File: src/rtl/reg_select_pipe.sv
// Register-select decode with a one-entry registered output stage and an optional
// pending-write scoreboard (enabled by defining REG_SELECT_SCOREBOARD_EN).
module reg_select_pipe #(
  parameter int REG_ADDR_W = 4,
  parameter int IR_W       = 32,
  parameter int RA_LSB     = 23,
  parameter int RB_LSB     = 19,
  parameter int RC_LSB     = 15,
  parameter int C_W        = 19
) (
  input  logic                         clock,
  input  logic                         clear_n,
  input  logic                         ir_valid,
  output logic                         ir_ready,
  input  logic [IR_W-1:0]              IR_Data,
  input  logic                         Gra,
  input  logic                         Grb,
  input  logic                         Grc,
  input  logic                         Rin,
  input  logic                         Rout,
  input  logic                         BAout,
  input  logic                         wb_valid,
  input  logic [REG_ADDR_W-1:0]        wb_addr,
  output logic                         out_valid,
  input  logic                         out_ready,
  output logic [(2**REG_ADDR_W)-1:0]   RXin,
  output logic [(2**REG_ADDR_W)-1:0]   RXout,
  output logic [REG_ADDR_W-1:0]        R_sel,
  output logic [IR_W-1:0]              C_sign_extended,
  output logic [(2**REG_ADDR_W)-1:0]   busy
);

  localparam int NREG = 2**REG_ADDR_W;

  function automatic logic [NREG-1:0] onehot(input logic [REG_ADDR_W-1:0] idx);
    onehot      = '0;
    onehot[idx] = 1'b1;
  endfunction

  function automatic logic [IR_W-1:0] sign_extend(input logic [IR_W-1:0] ir);
    logic signed [C_W-1:0]  imm;
    logic signed [IR_W-1:0] wide;
    imm  = ir[C_W-1:0];
    wide = imm;
    return wide;
  endfunction

  // ---- stage p0: field decode, read qualification, hazard ----
  logic [REG_ADDR_W-1:0] ra_p0, rb_p0, rc_p0, sel_p0;
  logic                  rd_en_p0;
  logic                  hazard_p0;
  logic                  accept_p0;
  logic                  vld_p1;

  assign ra_p0 = IR_Data[RA_LSB +: REG_ADDR_W];
  assign rb_p0 = IR_Data[RB_LSB +: REG_ADDR_W];
  assign rc_p0 = IR_Data[RC_LSB +: REG_ADDR_W];

  always_comb begin
    sel_p0 = '0;
    if (Gra)      sel_p0 = ra_p0;
    else if (Grb) sel_p0 = rb_p0;
    else if (Grc) sel_p0 = rc_p0;
  end

  // A base-address read of R0 is a constant zero, so it drives no enable and never stalls.
  assign rd_en_p0  = Rout | (BAout & (sel_p0 != '0));
  assign ir_ready  = (~vld_p1 | out_ready) & ~hazard_p0;
  assign accept_p0 = ir_valid & ir_ready;

`ifdef REG_SELECT_SCOREBOARD_EN
  logic [NREG-1:0] busy_q;
  logic [NREG-1:0] busy_nxt;
  logic            wb_hit_p0;

  // A write-back landing this cycle on the register being read bypasses the stall.
  assign wb_hit_p0 = wb_valid & (wb_addr == sel_p0);
  assign hazard_p0 = rd_en_p0 & busy_q[sel_p0] & ~wb_hit_p0;

  always_comb begin
    busy_nxt = busy_q;
    if (wb_valid)
      busy_nxt[wb_addr] = 1'b0;
    if (accept_p0 && Rin)
      busy_nxt[sel_p0] = 1'b1;
  end

  always_ff @(posedge clock or negedge clear_n) begin
    if (!clear_n) busy_q <= '0;
    else          busy_q <= busy_nxt;
  end

  assign busy = busy_q;
`else
  assign hazard_p0 = 1'b0;
  assign busy      = '0;
`endif

  // Some instruction bits are not decoded; write-back is unused without the scoreboard.
  logic unused_ok;
  assign unused_ok = ^{IR_Data, wb_valid, wb_addr};

  // ---- stage p1: one-entry output register ----
  logic [NREG-1:0]       rxin_p1;
  logic [NREG-1:0]       rxout_p1;
  logic [REG_ADDR_W-1:0] sel_p1;
  logic [IR_W-1:0]       c_p1;

  always_ff @(posedge clock or negedge clear_n) begin
    if (!clear_n) begin
      vld_p1   <= 1'b0;
      rxin_p1  <= '0;
      rxout_p1 <= '0;
      sel_p1   <= '0;
      c_p1     <= '0;
    end else if (accept_p0) begin
      vld_p1   <= 1'b1;
      rxin_p1  <= Rin      ? onehot(sel_p0) : '0;
      rxout_p1 <= rd_en_p0 ? onehot(sel_p0) : '0;
      sel_p1   <= sel_p0;
      c_p1     <= sign_extend(IR_Data);
    end else if (out_ready) begin
      vld_p1   <= 1'b0;
    end
  end

  assign out_valid       = vld_p1;
  assign RXin            = rxin_p1;
  assign RXout           = rxout_p1;
  assign R_sel           = sel_p1;
  assign C_sign_extended = c_p1;

endmodule
File: config.mk
export PLATFORM = sky130hd
export DESIGN_NAME = reg_select_pipe
export DESIGN_NICKNAME = d
export VERILOG_FILES = /design/src/rtl/reg_select_pipe.sv
export SDC_FILE = /design/constraint.sdc
export NUM_CORES = 1
export LEC_CHECK = 0
export CAP_MARGIN = 15
export CORE_AREA = 2 2 75 95
export CTS_CLUSTER_SIZE = 40
export DETAILED_ROUTE_END_ITERATION = 12
export DIE_AREA = 0 0 77 97
export PLACE_DENSITY = 0.79
export SYNTH_ARGS = -nofsm -noshare
export SYNTH_HDL_FRONTEND = slang
export SYNTH_SLANG_ARGS = --single-unit
export TNS_END_PERCENT = 50
File: constraint.sdc
create_clock -name clock -period 1.57 [get_ports clock]
set_input_delay 0.471 -clock clock [delete_from_list [all_inputs] [get_ports clock]]
set_output_delay 0.471 -clock clock [all_outputs]
set_load 0.02 [all_outputs]
==> flow_summary.json, run 1 <==
{
  "status": "finished clean",
  "clock_sinks": 56,
  "synth_cell_types": 30,
  "place_congestion": 0.791,
  "htree_levels": 2,
  "fill_cells": 568,
  "synthToLayoutAreaGrowth_pct": 54.9,
  "routedWlPerCell_um": 15.1,
  "cts_buffer_depth": 2,
  "antenna_violations_before_repair": 0,
  "setup_viol_count_final": 0,
  "critical_path.max_stage_delay_ns": 0.45,
  "timing.final.hold_violations": 0,
  "hold_class": "in -> async",
  "postSynthRegisterBits": 56,
  "worst_path_dominant_cell_family": "flip-flops",
  "netlist_instances": 243,
  "start_util_pct": 39.5,
  "clkSlewWorstSetupHoldPaths_ns": 0.10,
  "die_h_um": 97,
  "area.sequential_um2": 1400,
  "grt_start_max_net_pins": 57,
  "timing.critical_path.required_ns": 1.10,
  "yosys_warnings": 0,
  "mostFrequentLayoutCells": "63 x dlygate4sd2_1, 62 x nand2_1, 55 x dfrtp_1",
  "maximum_vdd_ir_drop_mv": 0.638,
  "clock-root-buffer": "clkbuf_8",
  "instances_no_fill": 460,
  "core_area_um2": 6520,
  "power.density_cell_area_nw_per_um2": 912,
  "hold_buffers": 0,
  "core_rows": 33,
  "setup_ws_ns": 0.0106,
  "dpl.hpwl_um": 4840,
  "routed_wirelength_um": 6960,
  "synth_area_per_cell_um2": 10.6,
  "grt.total_usage_pct": 17.6,
  "detail_route.drc_violations": 0,
  "drv_cap": 0,
  "critical_path_peak_fanout": 7,
  "first_global_vias": 2123,
  "worst_setup_path_startpoint": "C_sign_extended[18]",
  "dpl.cell_count": 434,
  "r2r_setup_slack_ns": 0.20,
  "finalWorstPathRequiredPeriod_ns": 1.56,
  "multi_input_area_um2": 1040,
  "type_of_the_setup_path_with_the_least_slack": "reg -> out",
  "post_route_cells_drive_above_1_share_pct": 28.2,
  "top_level_ports": 133,
  "via_count": 2227,
  "final_nets": 419,
  "timing.final.crit_share_pct": 99.3,
  "startpoint_type": "flip-flop",
  "rr_startpoint": "out_valid",
  "worstPathBufferInverterCount": 1,
  "insertedDiodeCount": 0,
  "timing.final.max_slew_violations": 0,
  "drt-initial-drc-count": 74,
  "tritoncts_clock_tree": "built",
  "die_width_um": 77,
  "setup_repair_after_global_routing_missed_its_margin": "true",
  "timing.fmax_mhz": 641,
  "drt_pre_antenna_iters": 4,
  "io_port_bufs": 106,
  "critical_path.cell_chain": "dlygate4sd2_1",
  "worstSkewPairLatency_ns": 0.31,
  "most_common_cell_after_layout_fill_and_taps_aside": "dlygate4sd2_1",
  "cts-buffers-inserted": 5,
  "detail_route.vias_per_cell": 4.84,
  "floorplan.die_area_um2": 7470,
  "wire_length_of_the_first_global_routing_pass_um": 10500,
  "cellLeakagePower_uw": 0.00215,
  "global_route.overflow_total": 0,
  "post-place-ws_ns": -0.612,
  "netlist_area_um2": 2570,
  "synth.yosys.seq_area_share_pct": 54.4,
  "ant_nets": 0,
  "finalClockSkew_ns": 0.00957,
  "critical_path_arrival_ns": 1.09,
  "setup.worst_path.end_class": "output port",
  "slowest_stage": "dfrtp_2"
}
-- repair_timing --
| action | 4_1_cts | 5_1_grt |
|---|---|---|
| resized for setup | 124 | 37 |
| setup buffers | 10 | 8 |
| pin swaps | 9 | 10 |
| endpoints found under the setup margin | 107 | 64 |
| gates cloned | 0 | 0 |
-- metrics by stage --
stage               cell area [µm²]  TNS, ns  util (%)  total power (µW)  hold WS, ns
finish                         3990        0      61.1              3640        0.134
global route                   3990   -0.272      61.1              3800        0.157
CTS                            3850   -0.550      59.0              3610        0.150
detailed placement             3720   -26.10      57.1              2750        0.459
global placement               3720   -22.43      57.1              2720        0.456
floorplan                      2630        0         -              2250        0.175
-- worst register-to-register path, delay by kind of cell (launching register included) --
family | cells | cell delay (ns)
compound gates | 1 | 0.35
flops | 1 | 0.43
simple gates | 3 | 0.38
buf+inv | 1 | 0.12
-- metal layers --
layer  track usage (%)  share of wire [%]
met1              22.5                 41
met2              30.2                 50
met4              3.85                1.5
met3              4.20                6.7
met5                 0                  0
-- power by group --
part | total [µW] | internal (µW) | switching, µW
sequential | 1620 | 1560 | 63.4
combinational | 1070 | 451 | 614
clock | 949 | 473 | 476
-- kinds of logic after synthesis --
group           after synthesis  synth area share, %
simple gates                 92                 16.3
mux                           4                 1.75
compound gates               48                 15.5
other cells                   1                0.146
buf+inv                      42                 11.9
flops                        56                 54.4
-- area by class of cell --
type	count	area share (%)
Clock buffer	5	1.73
Multi-Input combinational cell	160	26.0
Sequential cell	56	35.2
Inverter	4	0.376
Tap cell	87	2.73
Timing Repair Buffer	145	33.0
Clock inverter	3	1.07
-- path summary, 6_finish.rpt --
| kind | endpoint | cells past startpoint |
|---|---|---|
| setup reg to reg | RXout[12] | 5 |
| setup / recovery | C_sign_extended[18] | 1 |
| min in group clock | C_sign_extended[17] | 2 |
| max in group asynchronous | C_sign_extended[12] | 2 |
| hold reg to reg | C_sign_extended[7] | 2 |
| hold / removal | RXin[0] | 2 |
-- sequential cells by signal (all words and copies together) (netlist names) --
name	cells
C_sign_extended	19
RXout	16
out_valid	1
RXin	16
R_sel	4
-- synth_stat cells --
master	instances	area (µm²)
a22o_2	12	120
a22oi_4	1	21.3
inv_1	4	15.0
nand2_1	62	233
buf_1	2	7.51
o21ai_0	13	65.1
nand2b_1	2	12.5
a21oi_1	3	15.0
nand2_2	1	6.26
a22o_1	12	105
or2_2	1	6.26
a22oi_2	3	37.5
dlymetal6s2s_1	1	12.5
mux2_2	4	45.0
nand4_1	1	6.26
buf_4	29	218
o41ai_1	3	26.3
and2_1	1	6.26
nand3b_1	4	30.0
nand3_1	6	30.0
nor3_2	4	40.0
nor2_1	5	18.8
buf_2	3	15.0
nor3_1	4	20.0
a21oi_2	1	8.76
dfrtp_1	56	1400
buf_6	1	11.3
conb_1	1	3.75
nand3_2	1	10.0
clkbuf_8	2	27.5
Power figures use the tool's default switching activity.
==> inputs of run 2 (changes only) <==
CAP_MARGIN = default   (was 15)
==> results of run 2 <==
No change in the layout: final DEF, timing and power equal those of run 1.
==> inputs of run 3 (changes only) <==
clock period = 1.7 ns   (was 1.57 ns; I/O delays follow)
==> flow_summary.json, run 3 (synthesis results as in run 1) <==
{
  "setup_repair_after_global_routing_missed_its_margin": "true",
  "detail_route.vias_per_cell": 4.75,
  "critical_path_peak_fanout": 5,
  "type_of_the_setup_path_with_the_least_slack": "in -> reg",
  "top_level_ports": 133,
  "antenna_violations_before_repair": 0,
  "status": "finished clean",
  "synthToLayoutAreaGrowth_pct": 49.7,
  "hold_class": "in -> async",
  "timing.final.hold_violations": 0,
  "start_util_pct": 39.5,
  "clock-root-buffer": "clkbuf_8",
  "core_area_um2": 6520,
  "finalSetupTns_ns": 0,
  "dpl.hpwl_um": 4860,
  "r2r.worst_path.cells": 6,
  "timing.critical_path.required_ns": 1.91,
  "mostFrequentLayoutCells": "69 x dlygate4sd2_1, 62 x nand2_1, 55 x dfrtp_1",
  "met2_usage_pct": 29.9,
  "place_congestion": 0.724,
  "groute.layer.met1.usage_pct": 21.8,
  "finalClockSkew_ns": 0.00354,
  "global_route.overflow_total": 0,
  "rr_startpoint": "out_valid",
  "slowest_stage": "clkdlybuf4s50_1",
  "io_port_bufs": 106,
  "htree_levels": 2,
  "clock_sinks": 56,
  "multi_input_area_um2": 1010,
  "die_width_um": 77,
  "first_global_vias": 2153,
  "critical_path.max_stage_delay_ns": 0.47,
  "worstPathBufferInverterCount": 3,
  "grt_start_max_net_pins": 57,
  "placedInstanceArea_um2": 3720,
  "core_rows": 33,
  "setup.worst_path.end_class": "flip-flop",
  "startpoint_type": "input pin",
  "critical_path.cell_chain": "clkdlybuf4s50_1, inv_1, a22oi_2, buf_4, nor3_4, a22o_1",
  "finalWorstPathRequiredPeriod_ns": 1.66,
  "final_nets": 408,
  "largest_reg_flops": 19,
  "tritoncts_clock_tree": "built",
  "worst_setup_path_startpoint": "IR_Data[24]",
  "drv_cap": 0,
  "worst_path_dominant_cell_family": "buffers and inverters",
  "most_common_cell_after_layout_fill_and_taps_aside": "dlygate4sd2_1",
  "wire_length_of_the_first_global_routing_pass_um": 10600,
  "clkSlewWorstSetupHoldPaths_ns": 0.10,
  "fill_cells": 623,
  "detail_route.drc_violations": 0,
  "ant_nets": 0,
  "post-place-ws_ns": -0.486,
  "gr-max-usage-layer": "met2",
  "via_count": 2134,
  "timing.final.max_slew_violations": 0,
  "timing.fmax_mhz": 601,
  "cellLeakagePower_uw": 0.00202,
  "hold_slack_ns": 0.186,
  "post_route_cells_drive_above_1_share_pct": 21.5,
  "routedWlPerCell_um": 14.3,
  "drt-initial-drc-count": 102,
  "r2r_setup_slack_ns": 0.34,
  "worst_r2r_endpoint": "RXout[1]",
  "setup_viol_count_final": 0,
  "grt.total_usage_pct": 17.5,
  "critical_path_arrival_ns": 1.87,
  "hold_buffers": 0,
  "maximum_vdd_ir_drop_mv": 0.477,
  "floorplan.die_area_um2": 7470,
  "post-route-cell-area_um2": 3850,
  "groute.layer.met3.usage_pct": 4.48,
  "cts_buffer_depth": 2,
  "timing.final.crit_share_pct": 97.9,
  "die_h_um": 97,
  "drt_pre_antenna_iters": 4,
  "power.density_cell_area_nw_per_um2": 825,
  "insertedDiodeCount": 0,
  "cts-buffers-inserted": 5,
  "worstSkewPairLatency_ns": 0.30,
  "routed_wirelength_um": 6420,
  "setup_ws_ns": 0.0350,
  "area.sequential_um2": 1400
}
==> run 3: worst register-to-register path, cell delays in order (launching register included) <==
cell      delay (ns)
dfrtp_1         0.42
nand2b_4        0.08
buf_4           0.14
and2_2          0.20
nand3_1         0.13
buf_4           0.16
o21ai_0         0.14
==> run 3: worst max-delay path by stage <==
stage	end	slack (ns)	depth (start not counted)
final	RXin[0]	0.04	6
after global routing	C_sign_extended[19]	-0.03	1
after CTS	ir_ready	-0.04	3
after detailed placement	ir_ready	-0.49	3
after global placement	ir_ready	-0.48	3
after floorplan	RXout[2]	0.1	5
==> run 3: per-stage QoR <==
| step | cells | total power, µW | utilization, % |
|---|---|---|---|
| 3_3_place_gp | 437 | 2510 | 57.1 |
| 2_1_floorplan | 258 | 2080 | - |
| 5_1_grt | 449 | 3340 | 59.1 |
| 4_1_cts | 447 | 3190 | 58.0 |
| 6_report | 449 | 3180 | 59.1 |
| 3_5_place_dp | 437 | 2530 | 57.1 |
==> run 3: metal layers <==
metal	routed length [µm]	up-vias
met1	2630	1014
met5	0	-
met4	104	0
met2	3270	87
li1	-	1023
met3	419	10
==> run 3: layout make-up <==
| cell class | count | share of cell area, % |
|---|---|---|
| clock buffer | 6 | 2.14 |
| clock inverter | 2 | 0.389 |
| inverter | 4 | 0.389 |
| multi-input combinational | 160 | 26.3 |
| sequential | 56 | 36.4 |
| tap | 87 | 2.82 |
| timing repair buffer | 134 | 31.5 |
==> run 3: where the power goes <==
part	leakage [µW]	switching, µW	internal [µW]
Clock	0.0000434	430	331
Sequential	0.000732	63.2	1440
Combinational	0.00125	539	379
Total	0.00202	1030	2150
==> run 3: repair_timing <==
action                                  CTS  global route
pin swaps                                 5             7
setup buffers                             2             2
cloned                                    0             0
endpoints found under the setup margin  101            41
gates resized for setup                  86            21
